### src/rtl/alu_share_arbiter.sv
// Round-robin arbiter sharing one combinational ALU between EX (port 0) and branch/address unit (port 1).
// One-cycle grant-to-response latency; a full response register with rsp_ready=0 blocks all grants.
module alu_share_arbiter #(
    parameter int WIDTH     = 16,
    parameter int OPW       = 4,
    parameter int STATW     = 4,
    parameter bit FIRST_PRI = 1'b0
) (
    input  logic             clk,
    input  logic             rst,
    input  logic             req0,
    input  logic [OPW-1:0]   op0,
    input  logic [WIDTH-1:0] a0,
    input  logic [WIDTH-1:0] b0,
    output logic             gnt0,
    input  logic             req1,
    input  logic [OPW-1:0]   op1,
    input  logic [WIDTH-1:0] a1,
    input  logic [WIDTH-1:0] b1,
    output logic             gnt1,
    output logic [OPW-1:0]   alu_ctrl,
    output logic [WIDTH-1:0] alu_a,
    output logic [WIDTH-1:0] alu_b,
    input  logic [WIDTH-1:0] alu_out,
    input  logic [STATW-1:0] alu_stat,
    output logic             rsp_valid,
    output logic             rsp_id,
    output logic [WIDTH-1:0] rsp_data,
    output logic [STATW-1:0] rsp_stat,
    input  logic             rsp_ready
);

    typedef enum logic {EMPTY = 1'b0, FULL = 1'b1} rsp_state_e;

    rsp_state_e state_q, state_d;
    logic       pri_q;
    logic       sel_q;
    logic       sel;
    logic       can_issue;
    logic       any_gnt;

    always_ff @(posedge clk) begin
        if (rst) begin
            state_q <= EMPTY;
        end else begin
            state_q <= state_d;
        end
    end

    always_comb begin
        state_d = state_q;
        case (state_q)
            EMPTY: if (any_gnt) state_d = FULL;
            FULL:  if (rsp_ready && !any_gnt) state_d = EMPTY;
        endcase
    end

    // A held result can be consumed and replaced in the same cycle.
    always_comb begin
        rsp_valid = (state_q == FULL);
        can_issue = (state_q == EMPTY) || rsp_ready;
    end

    always_comb begin
        gnt0 = 1'b0;
        gnt1 = 1'b0;
        if (!rst && can_issue) begin
            if (req0 && (!req1 || !pri_q)) begin
                gnt0 = 1'b1;
            end else if (req1) begin
                gnt1 = 1'b1;
            end
        end
    end

    assign any_gnt = gnt0 | gnt1;

    // Without a grant the ALU keeps looking at the last winner's port.
    assign sel      = gnt1 | (sel_q & ~gnt0);
    assign alu_ctrl = sel ? op1 : op0;
    assign alu_a    = sel ? a1  : a0;
    assign alu_b    = sel ? b1  : b0;

    always_ff @(posedge clk) begin
        if (rst) begin
            pri_q    <= FIRST_PRI;
            sel_q    <= 1'b0;
            rsp_id   <= 1'b0;
            rsp_data <= '0;
            rsp_stat <= '0;
        end else begin
            sel_q <= sel;
            if (any_gnt) begin
                pri_q    <= ~gnt1;
                rsp_id   <= gnt1;
                rsp_data <= alu_out;
                rsp_stat <= alu_stat;
            end
        end
    end

endmodule
### config.mk
export PLATFORM = sky130hd
export DESIGN_NAME = alu_share_arbiter
export DESIGN_NICKNAME = d
export VERILOG_FILES = /design/src/rtl/alu_share_arbiter.sv
export SDC_FILE = /design/constraint.sdc
export NUM_CORES = 1
export LEC_CHECK = 0
export CAP_MARGIN = 30
export CORE_MARGIN = 2
export CORE_UTILIZATION = 32
export CTS_BUF_LIST = sky130_fd_sc_hd__clkbuf_2 sky130_fd_sc_hd__clkbuf_4 sky130_fd_sc_hd__clkbuf_8
export CTS_CLUSTER_SIZE = 12
export DETAILED_ROUTE_END_ITERATION = 16
export GPL_TIMING_DRIVEN = 0
export HOLD_SLACK_MARGIN = 0.1
export PLACE_DENSITY = 0.89
export SLEW_MARGIN = 20
export SYNTH_ARGS = -nofsm -noshare
export SYNTH_HDL_FRONTEND = slang
export SYNTH_SLANG_ARGS = --single-unit
### constraint.sdc
create_clock -name clk -period 5.6 [get_ports clk]
set_input_delay 1.12 -clock clk [delete_from_list [all_inputs] [get_ports clk]]
set_output_delay 1.12 -clock clk [all_outputs]
set_load 0.05 [all_outputs]
==> results by group <==
Run status
  • Outcome: completed

Floorplanning
  • Top Ports: 157
  • Die area: 5190 µm²
  • Number of cell rows: 24
  • Area of the core: 4410 µm²
  • Die H: 72.1 µm
  • Initial core utilization: 33.6%
  • Die X: 72.1 µm

Placed design
  • RD Place Congestion: 0.735
  • Placed instance count: 358
  • Number of port buffers: 155
  • HPWL after DPL: 4.52 mm
  • DP Worst Slack: 0.938 ns
  • DP Area: 3100 µm²

Worst setup path
  • Worst reg2reg startpoint: rsp_valid$_SDFF_PP0_
  • Worst Setup Path Type: in2out
  • CP Data Arrival Time: 3.54 ns
  • Crit-path max FO: 10
  • Reg2Reg Setup Slack: 4.17 ns
  • CP Data Required Time: 4.48 ns
  • CP startpoint: req1
  • Worst Setup Start Kind: primary input
  • Worst setup EP type: output pin

Clocking
  • Clock tree from TritonCTS: yes
  • Worst-path clk slew: 0.09 ns
  • Clk_lat worst skew: 0.27 ns
  • CTS sink count: 24
  • Post-CTS Setup Inserts: 0
  • Post-CTS Resized: 0
  • Num CTS Buffers: 3
  • Hold buffer count at CTS: 0
  • Clk buf depth: 2
  • H-Tree Level Count: 1
  • Root Buffer: clkbuf_8

Routing
  • ANT nets after route: 0
  • Vias post-DR: 1,654
  • Pre-antenna DRT Iters: 4
  • # DRC: 0
  • Initial drt markers: 25
  • Drt wl/cell: 14.6 µm
  • Detailed Route WL: 5.29 mm
  • Post-DR vias/cell: 4.57

Hold path
  • Worst hold start: rsp_stat[0]$_SDFFE_PP0P_
  • Hold/Removal Path Class: reg2reg

Flow run
  • Max cap viols: 0

Power and ir drop
  • Total power: 0.704 mW
  • Pwr/cell area: 222 nW/µm²
  • Peak supply drop: 0.181 mV
  • Lkg Pwr: 1.25 nW

Finish
  • Ant diodes: 0
  • Share of cells above drive strength 1: 15.2%
  • Layout Utilization: 71.8%
  • Design area: 3170 µm²
  • Area growth from synthesis to layout: 114%
  • Layout Cells excl Fill: 362
  • Nets@finish: 408

Timing
  • Minimum clock period: 4.66 ns
  • Relative slew slack: 64.1%
  • Final WS setup: 0.941 ns
  • Slew Limit Fails: 0
  • Hold Vio Cnt, Final: 0
  • Hold slack: 0.458 ns
  • Setup TNS: 0 ns
  • Unrepaired setup endpoints after global routing: no
  • Setup violators final: 0
  • Period utilization: 83.2%
  • Worst slew pin tran: 0.536 ns
  • Skew final: 0.00768 ns
  • Max Freq: 215 MHz

Synth
  • Post-Syn Nets: 248
  • FF+latch count, synth: 24
  • Seq/Total Area, Yosys: 32.4%
  • Syn Area/Cell: 9.82 µm²
  • Instance count of the mapped netlist: 151
  • Synthesized cell area: 1480 µm²
  • Post-synth cell types: 22
  • Syn. warnings: 0

Global routing
  • Initial antenna violation count: 0
  • Vias in the first global route: 1,596
  • First-pass GRT wire length: 8.07 mm
  • Grt total ovfl: 0
  • Largest net degree at the start of global routing: 15
  • GRT Util Overall: 19.4%
[cell families (layout without fill, tap and decap cells)]
logic type	count (synthesis)	count (layout)	share of synthesized area [%]
and+or+nand+nor	54	54	16.4
muxes	36	36	34.9
AOI/OAI and AO/OA	25	25	9.20
DFF	24	24	32.4
buffers and inverters	12	171	7.09
[worst max-delay path: stages]
cell,delay (ns)
clkdlybuf4s50_1,0.56
a21oi_1,0.09
and3_1,0.19
buf_6,0.13
nor2_8,0.23
buf_12,0.18
mux2_4,0.31
clkdlybuf4s50_1,0.72
[synthesized netlist by cell type]
cell	instances	area share, %
nor2_1	2	0.51
nor2_8	1	1.4
nand3_1	1	0.34
buf_4	1	0.51
clkbuf_1	6	1.5
mux2_1	3	2.3
nand2b_1	1	0.42
nand2_1	43	11
nor2b_1	1	0.42
a31o_2	1	0.59
or3_1	1	0.42
a21oi_1	23	7.8
a31oi_2	1	0.84
mux2_4	30	30
inv_2	1	0.25
buf_12	3	4.1
nand2b_4	1	0.93
mux2_2	3	2.3
and3_1	1	0.42
dfxtp_1	24	32
nor3_1	2	0.68
buf_6	1	0.76
[cells in the final DEF, fill, tap and decap left out]
master           count
nand2b_1             1
buf_6                1
mux2_1               3
dfxtp_1             24
clkbuf_8             3
nor2_8               1
nand2b_4             1
clkdlybuf4s50_1    155
or3_1                1
mux2_2               3
nor2_1               2
a21oi_1             23
buf_4                1
nand3_1              1
bufinv_16            1
inv_2                1
nand2_1             43
nor2b_1              1
buf_12               3
clkbuf_1             6
a31oi_2              1
mux2_4              30
and3_1               1
nor3_1               2
a31o_2               1
[layout make-up]
class,instances,area (µm²)
Clock inverter,1,30.0
Clock buffer,3,41.3
Fill cell,355,1240
Inverter,1,3.75
Tap cell,52,65.1
Sequential cell,24,480
Multi-Input combinational cell,115,897
Buffer,11,101
Timing Repair Buffer,155,1550
[per-layer routing]
| metal | share of wire [%] | global-route usage (%) | vias to the layer above |
|---|---|---|---|
| met5 | 0 | 0 | - |
| met4 | 0.96 | 5.03 | 0 |
| met3 | 8.8 | 5.14 | 6 |
| met2 | 52 | 36.1 | 87 |
| met1 | 39 | 21.8 | 733 |
| li1 | - | - | 828 |
[power breakdown]
part	internal (mW)	switching, mW	leakage [nW]
clock	0.0956	0.0557	0.0357
combinational	0.173	0.193	1.02
sequential	0.181	0.00559	0.197
total	0.450	0.254	1.25
[flip-flops by register name, indices dropped and copies added (netlist names)]
name	flops
rsp_id	1
rsp_valid	1
rsp_data	16
sel_q	1
rsp_stat	4
pri_q	1
[worst paths after layout]
| path | end | depth (start not counted) |
|---|---|---|
| setup / recovery | alu_b[10] | 8 |
| hold / removal | rsp_stat[0]$_SDFFE_PP0P_ | 2 |
| setup reg to reg | rsp_data[6]$_SDFFE_PP0P_ | 5 |
| hold reg to reg | rsp_stat[0]$_SDFFE_PP0P_ | 2 |
No activity file was read; power rests on OpenSTA's default activity.
